--- src/rtl/mtm_alu_pkg.sv ---
// mtm_alu_pkg
// Shared definitions for the MTM ALU request deserializer: operation codes,
// error-flag bit positions, frame/packet length constants, the frame FSM
// state type and the CRC-4 helper also used by the tester.
package mtm_alu_pkg;

    typedef enum logic [2:0] {
        OP_AND = 3'b000,
        OP_OR  = 3'b001,
        OP_ADD = 3'b100,
        OP_SUB = 3'b101
    } operation_t;

    typedef enum logic [1:0] {
        S_IDLE,
        S_TYPE,
        S_DATA,
        S_STOP
    } frame_state_t;

    // Bit positions inside err_flags = {ERR_DATA, ERR_CRC, ERR_OP}
    localparam int ERR_DATA = 2;
    localparam int ERR_CRC  = 1;
    localparam int ERR_OP   = 0;

    localparam int          DATA_BITS    = 8;
    localparam logic [3:0]  PKT_FRAMES   = 4'd8;   // data frames per packet
    localparam logic [3:0]  CNT_SAT      = 4'd9;   // data-frame counter ceiling
    localparam int          CRC_MSG_BITS = 68;     // {B, A, 1'b1, op}

    // CRC-4, polynomial x^4+x+1, init 0, message processed MSB first.
    function automatic logic [3:0] crc4(input logic [CRC_MSG_BITS-1:0] msg);
        logic [3:0] c;
        logic       fb;
        c = 4'h0;
        for (int i = CRC_MSG_BITS - 1; i >= 0; i--) begin
            fb = c[3] ^ msg[i];
            c  = {c[2:0], 1'b0} ^ {2'b00, fb, fb};
        end
        return c;
    endfunction

    function automatic logic is_legal_op(input logic [2:0] op);
        logic ok;
        case (op)
            OP_AND, OP_OR, OP_ADD, OP_SUB: ok = 1'b1;
            default:                       ok = 1'b0;
        endcase
        return ok;
    endfunction

endpackage

--- src/rtl/mtm_alu_rx_frame.sv ---
// mtm_alu_rx_frame
// Bit-level receiver for one 11-bit frame: start 0, type, 8 data MSB first,
// stop 1. frame_ok / frame_err are combinational and valid only during the
// cycle in which the stop bit is sampled; frame_type and frame_byte are
// stable during that cycle.
//
// Ports:
//   clk, rst     clock, synchronous active-high reset
//   sin          serial line, idle high
//   frame_type   0 = data frame, 1 = CTL frame
//   frame_byte   received byte
//   frame_ok     stop bit sampled as 1
//   frame_err    stop bit sampled as 0
//
// state  | meaning
// S_IDLE | waiting for a start bit (sin = 0)
// S_TYPE | sampling the type bit
// S_DATA | shifting in 8 data bits
// S_STOP | sampling the stop bit, reporting the frame
module mtm_alu_rx_frame
    import mtm_alu_pkg::*;
(
    input  logic       clk,
    input  logic       rst,
    input  logic       sin,
    output logic       frame_type,
    output logic [7:0] frame_byte,
    output logic       frame_ok,
    output logic       frame_err
);

    frame_state_t state, state_next;
    logic [2:0]   bit_cnt;

    always_ff @(posedge clk) begin
        if (rst) begin
            state      <= S_IDLE;
            bit_cnt    <= 3'd0;
            frame_type <= 1'b0;
            frame_byte <= 8'h00;
        end else begin
            state <= state_next;
            case (state)
                S_TYPE: begin
                    frame_type <= sin;
                    bit_cnt    <= 3'd0;
                end
                S_DATA: begin
                    frame_byte <= {frame_byte[6:0], sin};
                    bit_cnt    <= bit_cnt + 3'd1;
                end
                default: ;
            endcase
        end
    end

    always_comb begin
        state_next = state;
        frame_ok   = 1'b0;
        frame_err  = 1'b0;
        case (state)
            S_IDLE: if (!sin) state_next = S_TYPE;
            S_TYPE: state_next = S_DATA;
            S_DATA: if (bit_cnt == 3'd7) state_next = S_STOP;
            S_STOP: begin
                state_next = S_IDLE;
                frame_ok   = sin;
                frame_err  = !sin;
            end
            default: state_next = S_IDLE;
        endcase
    end

endmodule

--- src/rtl/mtm_alu_deserializer.sv ---
// mtm_alu_deserializer
// Assembles packets of 8 data frames (B then A, MSB byte first) followed by
// one CTL frame {1'b0, op, crc}, checks frame count, CRC and opcode, and
// reports either an accepted packet or an error one cycle after the CTL
// stop bit.
//
// Ports:
//   clk, rst   clock, synchronous active-high reset
//   sin        serial request line, idle high
//   a_out      operand A of last accepted packet
//   b_out      operand B of last accepted packet
//   op_out     operation of last accepted packet
//   valid_out  one-cycle pulse, packet accepted
//   err_out    one-cycle pulse, packet rejected
//   err_flags  {ERR_DATA, ERR_CRC, ERR_OP} of last rejection, cleared on accept
module mtm_alu_deserializer
    import mtm_alu_pkg::*;
(
    input  logic        clk,
    input  logic        rst,
    input  logic        sin,
    output logic [31:0] a_out,
    output logic [31:0] b_out,
    output logic [2:0]  op_out,
    output logic        valid_out,
    output logic        err_out,
    output logic [2:0]  err_flags
);

    logic        frame_type;
    logic [7:0]  frame_byte;
    logic        frame_ok;
    logic        frame_err;

    logic [63:0] shift_q;
    logic [3:0]  frame_cnt;

    logic [2:0]  ctl_op;
    logic [3:0]  ctl_crc;
    logic [3:0]  calc_crc;
    logic [2:0]  err_next;
    logic        ctl_done;
    logic        pkt_ok;
    logic        pkt_err;

    mtm_alu_rx_frame u_rx_frame (
        .clk        (clk),
        .rst        (rst),
        .sin        (sin),
        .frame_type (frame_type),
        .frame_byte (frame_byte),
        .frame_ok   (frame_ok),
        .frame_err  (frame_err)
    );

    // CRC is evaluated combinationally on the assembled packet while the
    // CTL stop bit is being sampled.
    always_comb begin
        ctl_op   = frame_byte[6:4];
        ctl_crc  = frame_byte[3:0];
        calc_crc = crc4({shift_q, 1'b1, ctl_op});
        ctl_done = frame_ok && frame_type;
        err_next = 3'b000;
        if (frame_err) begin
            err_next[ERR_DATA] = 1'b1;
        end else if (ctl_done) begin
            if (frame_cnt != PKT_FRAMES)
                err_next[ERR_DATA] = 1'b1;
            else if (calc_crc != ctl_crc)
                err_next[ERR_CRC] = 1'b1;
            else if (frame_byte[7] || !is_legal_op(ctl_op))
                err_next[ERR_OP] = 1'b1;
        end
        pkt_err = |err_next;
        pkt_ok  = ctl_done && !pkt_err;
    end

    always_ff @(posedge clk) begin
        if (rst) begin
            shift_q   <= 64'd0;
            frame_cnt <= 4'd0;
            a_out     <= 32'd0;
            b_out     <= 32'd0;
            op_out    <= 3'd0;
            valid_out <= 1'b0;
            err_out   <= 1'b0;
            err_flags <= 3'd0;
        end else begin
            valid_out <= pkt_ok;
            err_out   <= pkt_err;

            if (pkt_ok) begin
                b_out     <= shift_q[63:32];
                a_out     <= shift_q[31:0];
                op_out    <= ctl_op;
                err_flags <= 3'd0;
            end
            if (pkt_err)
                err_flags <= err_next;

            if (frame_ok && !frame_type) begin
                shift_q <= {shift_q[55:0], frame_byte};
                if (frame_cnt != CNT_SAT)
                    frame_cnt <= frame_cnt + 4'd1;
            end else if (frame_err || ctl_done) begin
                frame_cnt <= 4'd0;
            end
        end
    end

endmodule

--- config.mk ---
export PLATFORM = sky130hd
export DESIGN_NAME = mtm_alu_deserializer
export DESIGN_NICKNAME = d
export VERILOG_FILES = /design/src/rtl/mtm_alu_pkg.sv /design/src/rtl/mtm_alu_rx_frame.sv /design/src/rtl/mtm_alu_deserializer.sv
export SDC_FILE = /design/constraint.sdc
export NUM_CORES = 1
export LEC_CHECK = 0
export CAP_MARGIN = 20
export CORE_AREA = 2 2 110 112
export DETAILED_ROUTE_END_ITERATION = 7
export DIE_AREA = 0 0 112 114
export HOLD_SLACK_MARGIN = 0.15
export PLACE_DENSITY = 0.87
export SLEW_MARGIN = 20
export SYNTH_ARGS = -nofsm -noshare
export SYNTH_HDL_FRONTEND = slang
export SYNTH_SLANG_ARGS = --single-unit
--- constraint.sdc ---
create_clock -name clk -period 10.2 [get_ports clk]
set_clock_uncertainty 0.15 [all_clocks]
set_input_delay 2.55 -clock clk [delete_from_list [all_inputs] [get_ports clk]]
set_output_delay 2.55 -clock clk [all_outputs]
set_load 0.05 [all_outputs]
======== Word-level counts from Yosys, hierarchy flattened ========
Index checks and enable logic that the tools add are counted.
storage, ports and cells
  input bits .............................. 3
  bits in registers ....................... 154
  logic and storage cells ................. 202
  output and inout port bits .............. 72
operators by class
  reductions and logical operators ........ 18
  mux-type cells .......................... 24
  equality and inequality tests ........... 13
  add/subtract/negate cells ............... 2
  bitwise logic cells ..................... 133
operator list
  operator                                                count
  bitwise XOR 4 x 2 -> 4 bit                              66
  bitwise XOR 1 bit                                       64
  2-to-1 mux 1 bit                                        12
  2-to-1 mux 4 bit                                        3
  equality test 3 bit (second input constant)             3
  2-to-1 mux 3 bit                                        3
  2-to-1 mux 2 bit                                        4
  inequality test 4 bit (second input constant)           2
  one-hot mux 2 bit (4 select lines)                      1
  one-hot mux 3 bit (2 select lines)                      1
  nonzero test 2 bit                                      3
  adder 4 x 1 -> 4 bit (second input constant)            1
  equality test 2 bit (second input constant)             2
  logical NOT 1 bit                                       4
  inequality test 2 x 1 -> 1 bit (second input constant)  2
  inequality test 4 bit                                   1
  AND reduction 2 bit                                     2
  OR reduction 4 bit                                      1
  adder 3 x 1 -> 3 bit (second input constant)            1
  equality test 3 x 1 -> 1 bit (second input constant)    1
  logical AND 1 bit                                       3
  logical NOT 3 bit                                       1
  OR reduction 3 bit                                      1
  bitwise XOR 3 x 2 -> 3 bit                              1
  6 further kinds                                         7

======== Longest topological paths before layout ========
  depth in word-level cells ............... 149
  depth in mapped cells ................... 12
  mapped depth without buffers ............ 10

======== Hierarchy ========
From an unflattened synthesis, not the netlist that was laid out.
second synthesis, totals
  cell total of the unflattened synthesis .. 703
  area, all modules ....................... 6,757.7 um^2
by module, submodules not included
  module                cells each  sequential area each (um^2)  instances  area an instance (um^2)
  mtm_alu_deserializer  641         2,802.7                      1          6,118.4
  mtm_alu_rx_frame      62          280.3                        1          639.4

======== Worst setup path before layout ========
No wires, ideal clock.
  path type ............................... register to register
  start point ............................. reg shift_q[55]
  end point ............................... reg a_out[24]
  arrival ................................. 4.094 ns
  stages on the path, launching flop included .. 13
  buffers on the path ..................... 2
  period minus slack after synthesis ...... 4.371 ns
  data required time ...................... 9.922 ns
  setup time .............................. 0.128 ns
  slack ................................... 5.829 ns
  cells stage by stage .................... dfxtp_1 -> xnor3_1 -> xor3_1 -> xnor3_1 -> xnor3_1 -> xor2_1 -> xor3_1 -> or3_1 -> a221oi_2 -> buf_6 -> buf_6 -> mux2i_1 -> nor2_1
on the way
  cells in the longest elaborated chain, start to end .. 88
  elaborated cells between the ends (all ways) .. 126
  those cells by class .................... 1 x eq/ne; 5 x mux; 117 x bitwise; 3 x reduce/logical
RTL lines
  element                                                                 line                                  text
  from (decl)                                                             mtm_alu_deserializer.sv:35            logic [63:0] shift_q;
  from (signal assigned)                                                  mtm_alu_deserializer.sv:102           shift_q <= {shift_q[55:0], frame_byte};
  bitwise XOR 1 bit *                                                     mtm_alu_pkg.sv:37                     fb = c[3] ^ msg[i];
  bitwise XOR 4 x 2 -> 4 bit * (3 in series)                              mtm_alu_pkg.sv:38                     c = {c[2:0], 1'b0} ^ {2'b00, fb, fb};
  bitwise XOR 1 bit / bitwise XOR 4 x 2 -> 4 bit (equally long branches)  mtm_alu_pkg.sv:37, mtm_alu_pkg.sv:38
  bitwise XOR 4 x 2 -> 4 bit * (3 in series)                              mtm_alu_pkg.sv:38
  bitwise XOR 1 bit / bitwise XOR 4 x 2 -> 4 bit (equally long branches)  mtm_alu_pkg.sv:37, mtm_alu_pkg.sv:38
  bitwise XOR 4 x 2 -> 4 bit * (3 in series)                              mtm_alu_pkg.sv:38
  bitwise XOR 1 bit / bitwise XOR 4 x 2 -> 4 bit (equally long branches)  mtm_alu_pkg.sv:37, mtm_alu_pkg.sv:38
  bitwise XOR 4 x 2 -> 4 bit * (3 in series)                              mtm_alu_pkg.sv:38
  [64 not listed]                                                         --
  inequality test 4 bit *                                                 mtm_alu_deserializer.sv:69            else if (calc_crc != ctl_crc)
  2-to-1 mux 1 bit                                                        mtm_alu_deserializer.sv:69
  2-to-1 mux 2 bit *                                                      mtm_alu_deserializer.sv:67            if (frame_cnt != PKT_FRAMES)
  2-to-1 mux 3 bit *                                                      mtm_alu_deserializer.sv:66            end else if (ctl_done) begin
  2-to-1 mux 2 bit *                                                      mtm_alu_deserializer.sv:64            if (frame_err) begin
  OR reduction 3 bit *                                                    mtm_alu_deserializer.sv:74            pkt_err = |err_next;
  logical NOT 1 bit *                                                     mtm_alu_deserializer.sv:75            pkt_ok = ctl_done && !pkt_err;
  logical AND 1 bit *                                                     mtm_alu_deserializer.sv:75
  to (signal assigned)                                                    mtm_alu_deserializer.sv:94            a_out <= shift_q[31:0];
  to (decl)                                                               mtm_alu_deserializer.sv:22            output logic [31:0] a_out,
Mark *: on every way between the ends. The rest lies on a longest branch, timed or not.
A chain may end at the register's enable or synchronous reset.

======== Worst setup path after layout ========
  start point ............................. reg shift_q[59]
  end point ............................... reg b_out[5]
on the way
  cells in the longest elaborated chain, start to end .. 94
  elaborated cells between the ends (all ways) .. 134
  those cells by class .................... 1 x eq/ne; 5 x mux; 125 x bitwise; 3 x reduce/logical
RTL lines
  element                                     line                        text
  bitwise XOR 1 bit *                         mtm_alu_pkg.sv:37
  bitwise XOR 4 x 2 -> 4 bit * (3 in series)  mtm_alu_pkg.sv:38
  bitwise XOR 1 bit                           mtm_alu_pkg.sv:37
  bitwise XOR 4 x 2 -> 4 bit * (3 in series)  mtm_alu_pkg.sv:38
  bitwise XOR 1 bit                           mtm_alu_pkg.sv:37
  bitwise XOR 4 x 2 -> 4 bit * (3 in series)  mtm_alu_pkg.sv:38
  bitwise XOR 1 bit                           mtm_alu_pkg.sv:37
  bitwise XOR 4 x 2 -> 4 bit * (3 in series)  mtm_alu_pkg.sv:38
  [70 not listed]                             --
  inequality test 4 bit *                     mtm_alu_deserializer.sv:69
  2-to-1 mux 1 bit                            mtm_alu_deserializer.sv:69
  2-to-1 mux 2 bit *                          mtm_alu_deserializer.sv:67
  2-to-1 mux 3 bit *                          mtm_alu_deserializer.sv:66
  2-to-1 mux 2 bit *                          mtm_alu_deserializer.sv:64
  OR reduction 3 bit *                        mtm_alu_deserializer.sv:74
  logical NOT 1 bit *                         mtm_alu_deserializer.sv:75
  logical AND 1 bit *                         mtm_alu_deserializer.sv:75
  to (signal assigned)                        mtm_alu_deserializer.sv:93  b_out <= shift_q[63:32];
  to (decl)                                   mtm_alu_deserializer.sv:23  output logic [31:0] b_out,
Marks and branches as above.

==> flow_metrics.env <==
export IMPL_outcome="complete, no violations"
export IMPL_wl_met2_um=7720
export IMPL_die_area_um2=12800
export IMPL_arrival_ns=5.04
export IMPL_cts_resized=0
export IMPL_post_cts_buffers=0
export IMPL_crit_type="reg2reg"
export IMPL_synth_cell_type_count=34
export IMPL_drt_first_iter_violations=294
export IMPL_cts_root_buf="clkbuf_16"
export IMPL_diodes=0
export IMPL_cts_sinks=154
export IMPL_cpPeakStageDelay_ns=0.57
export IMPL_cp_end_kind="flip-flop"
export IMPL_num_io_pins=75
export IMPL_fmax_mhz=203
export IMPL_ir_worst_vdd_uv=137
export IMPL_postLayoutCoreUtil_pct=70.6
export IMPL_area_growth_pct=20.6
export IMPL_crit_buf_inv=1
export IMPL_yosys_top_cells_area="dfxtp_1 45%, mux2i_1 11%, xnor3_1 7.9%, nand2_1 7.7%, xnor2_1 6.3%"
export IMPL_setup_viol=0
export IMPL_crit_top_cell="xnor3_1"
export IMPL_grt_max_degree=129
export IMPL_hold_slack_ns=0.325
export IMPL_place_area_um2=7640
export IMPL_antenna_found_initial=0
export IMPL_clk_pin_slew_ns=0.06
export IMPL_synth_top_area_share_pct=45.0
export IMPL_cts_buffers=17
export IMPL_synth_fp_nets=726
export IMPL_totalWireLength_um=15500
export IMPL_start_util_pct=58.5
export IMPL_syn_area_um2=6860
export IMPL_drive_gt1_share_pct=5.24
export IMPL_fin_nets=783
export IMPL_port_buffers=74
export IMPL_clockBufferDepth=2
export IMPL_worstMarginPinSlew_ns=0.922
export IMPL_syn_inst=713
export IMPL_wl_met1_um=6360
export IMPL_seq_area_frac_synth_pct=45.0
export IMPL_h_tree_depth=4
export IMPL_ys_ff_latch=154
export IMPL_antenna_left=0
export IMPL_path_max_fanout=39
export IMPL_finalHoldViolCount=0
export IMPL_dpl_hpwl_um=10000
export IMPL_drc=0
export IMPL_highest_layer="met4"
export IMPL_cp_top_family="XOR/XNOR gates"
export IMPL_yosys_warnings=0
export IMPL_grt_pass1_vias=5068
export IMPL_hp_class="reg2reg"
export IMPL_num_rows=40
export IMPL_wl_met3_um=871
export IMPL_power_density_nw_per_um2=163
export IMPL_final_setup_tns_ns=0
export IMPL_ctsHoldBuffers=0
export IMPL_crit_chain="xnor3_1 -> xor3_1 -> xnor3_1 -> xnor3_1 -> xor2_1 -> xor3_1 -> or3_1 -> a221oi_4 -> buf_4 -> mux2i_1 -> nor2_1"
export IMPL_worst_ep_required_time_ns=10.32
export IMPL_p_leak_nw=3.02
export IMPL_post_route_period_util_pct=48.2
export IMPL_synth_area_per_cell_um2=9.62
export IMPL_overflow=0
export IMPL_relSlewSlack_pct=38.5
export IMPL_cts_tree="done"
export IMPL_drv_cap=0
export IMPL_dieWidth_um=112
export IMPL_slew_viol_final=0
export IMPL_worstSetupStartpointType="flip-flop"
export IMPL_routabilityCongestion=0.892
export IMPL_grt_total_usage_pct=24.9
export IMPL_clk_latency_ns=0.43
export IMPL_stdcell_area_um2=8270
export IMPL_vias=5167
export IMPL_avgRoutedWirePerCell_um=16.6
export IMPL_crit_path_top_delay_cell="buf_4"
export IMPL_rsz0062_at_grt="false"
export IMPL_power_mw=1.35
export IMPL_vias_per_cell=5.56
export IMPL_synth_top_area_cell="dfxtp_1"
export IMPL_drtPass1Iterations=5
export IMPL_grt_pass1_wl_um=25100
export IMPL_design_core_area_um2=11700
export IMPL_die_h_um=114
export IMPL_min_period_ns=4.92
## layout make-up
type,instances,area (µm²)
Fill cell,835,3440
Multi-Input combinational cell,512,3580
Inverter,7,26.3
Tap cell,147,184
Sequential cell,154,3080
Timing Repair Buffer,78,772
Clock buffer,21,480
Clock inverter,11,143
## flip-flops by register name, indices dropped and copies added (netlist names)
signal                 cells
err_flags                  3
op_out                     3
u_rx_frame.frame_byte      8
u_rx_frame.frame_type      1
b_out                     32
shift_q                   64
err_out                    1
u_rx_frame.state           2
u_rx_frame.bit_cnt         3
frame_cnt                  4
a_out                     32
valid_out                  1
## per-stage QoR
| stage | worst slack [ns] | std cells |
|---|---|---|
| 2_1_floorplan | 5.83 | 713 |
| 3_3_place_gp | 5.38 | 898 |
| 3_5_place_dp | 5.26 | 898 |
| 4_1_cts | 5.31 | 930 |
| 5_1_grt | 5.13 | 930 |
| 6_report | 5.28 | 930 |
## worst paths after layout
kind	from	to	slack (ns)	cells after the start
hold / removal	u_rx_frame.bit_cnt[1]	u_rx_frame.bit_cnt[1]	0.33	2
setup reg to reg	shift_q[59]	b_out[5]	5.28	11
setup / recovery	shift_q[59]	b_out[5]	5.28	11
hold reg to reg	u_rx_frame.bit_cnt[1]	u_rx_frame.bit_cnt[1]	0.33	2
## cells in the final DEF (no fill, tap or decap), types with 3 or more instances in the layout
master           Yosys  layout
dfxtp_1            154     154
nand2_1            140     140
nor2_1              91      90
mux2i_1             76      76
clkdlybuf4s50_1      0      73
a21oi_1             67      67
xnor2_1             49      49
xnor3_1             24      24
xor2_1              21      21
clkbuf_16            0      17
ha_1                10      10
inv_1                7       7
xor3_1               5       5
nand3_1              5       5
clkbuf_8             0       4
clkinv_2             0       4
buf_4                4       4
nand2b_1             3       3
bufinv_16            0       3
## layer usage
layer / up-vias / global-route usage (%)
li1: 2451 / -
met3: 46 / 6.22
met5: - / 0
met4: 0 / 12.5
met2: 182 / 42.8
met1: 2488 / 29.3
## kinds of logic (layout without fill, tap and decap cells)
kind of cell / after synthesis / in the layout / share of synthesized area (%)
compound gates: 78 / 78 / 6.17
fa+ha+maj: 10 / 10 / 1.82
xor+xnor: 99 / 99 / 18.6
simple gates: 248 / 248 / 14.1
buf+inv: 47 / 117 / 3.12
flops: 154 / 154 / 45.0
mux: 77 / 77 / 11.3
## tightest hold or removal path: cells and delay by family, from the launching register on
family,cells,cell delay (ns)
flops,1,0.31
compound gates,1,0.05
simple gates,1,0.06
## power by group
part	leakage, nW	switching (mW)	total [mW]	internal, mW
clock	0.305	0.248	0.658	0.410
combinational	1.48	0.0494	0.0739	0.0245
sequential	1.24	0.00723	0.615	0.608
## cells in the mapped netlist
cell type  count
mux2i_1       76
o31ai_1        1
nor2b_1        1
buf_1          6
buf_6          3
mux2_2         1
clkbuf_1      27
nor3b_1        1
nand2_1      140
a22oi_1        1
buf_4          4
a22o_1         1
nand4_1        2
a31oi_1        2
a211oi_1       1
ha_1          10
o21ai_0        2
xor3_1         5
a221oi_1       1
a32o_1         1
inv_1          7
a221oi_2       1
nand2b_1       3
nand3_1        5
or2_2          1
nor2_1        91
dfxtp_1      154
a21oi_1       67
xnor3_1       24
or3_1          2
xnor2_1       49
and2_1         1
xor2_1        21
nor3_1         1
(Power assumes the default switching activity.)
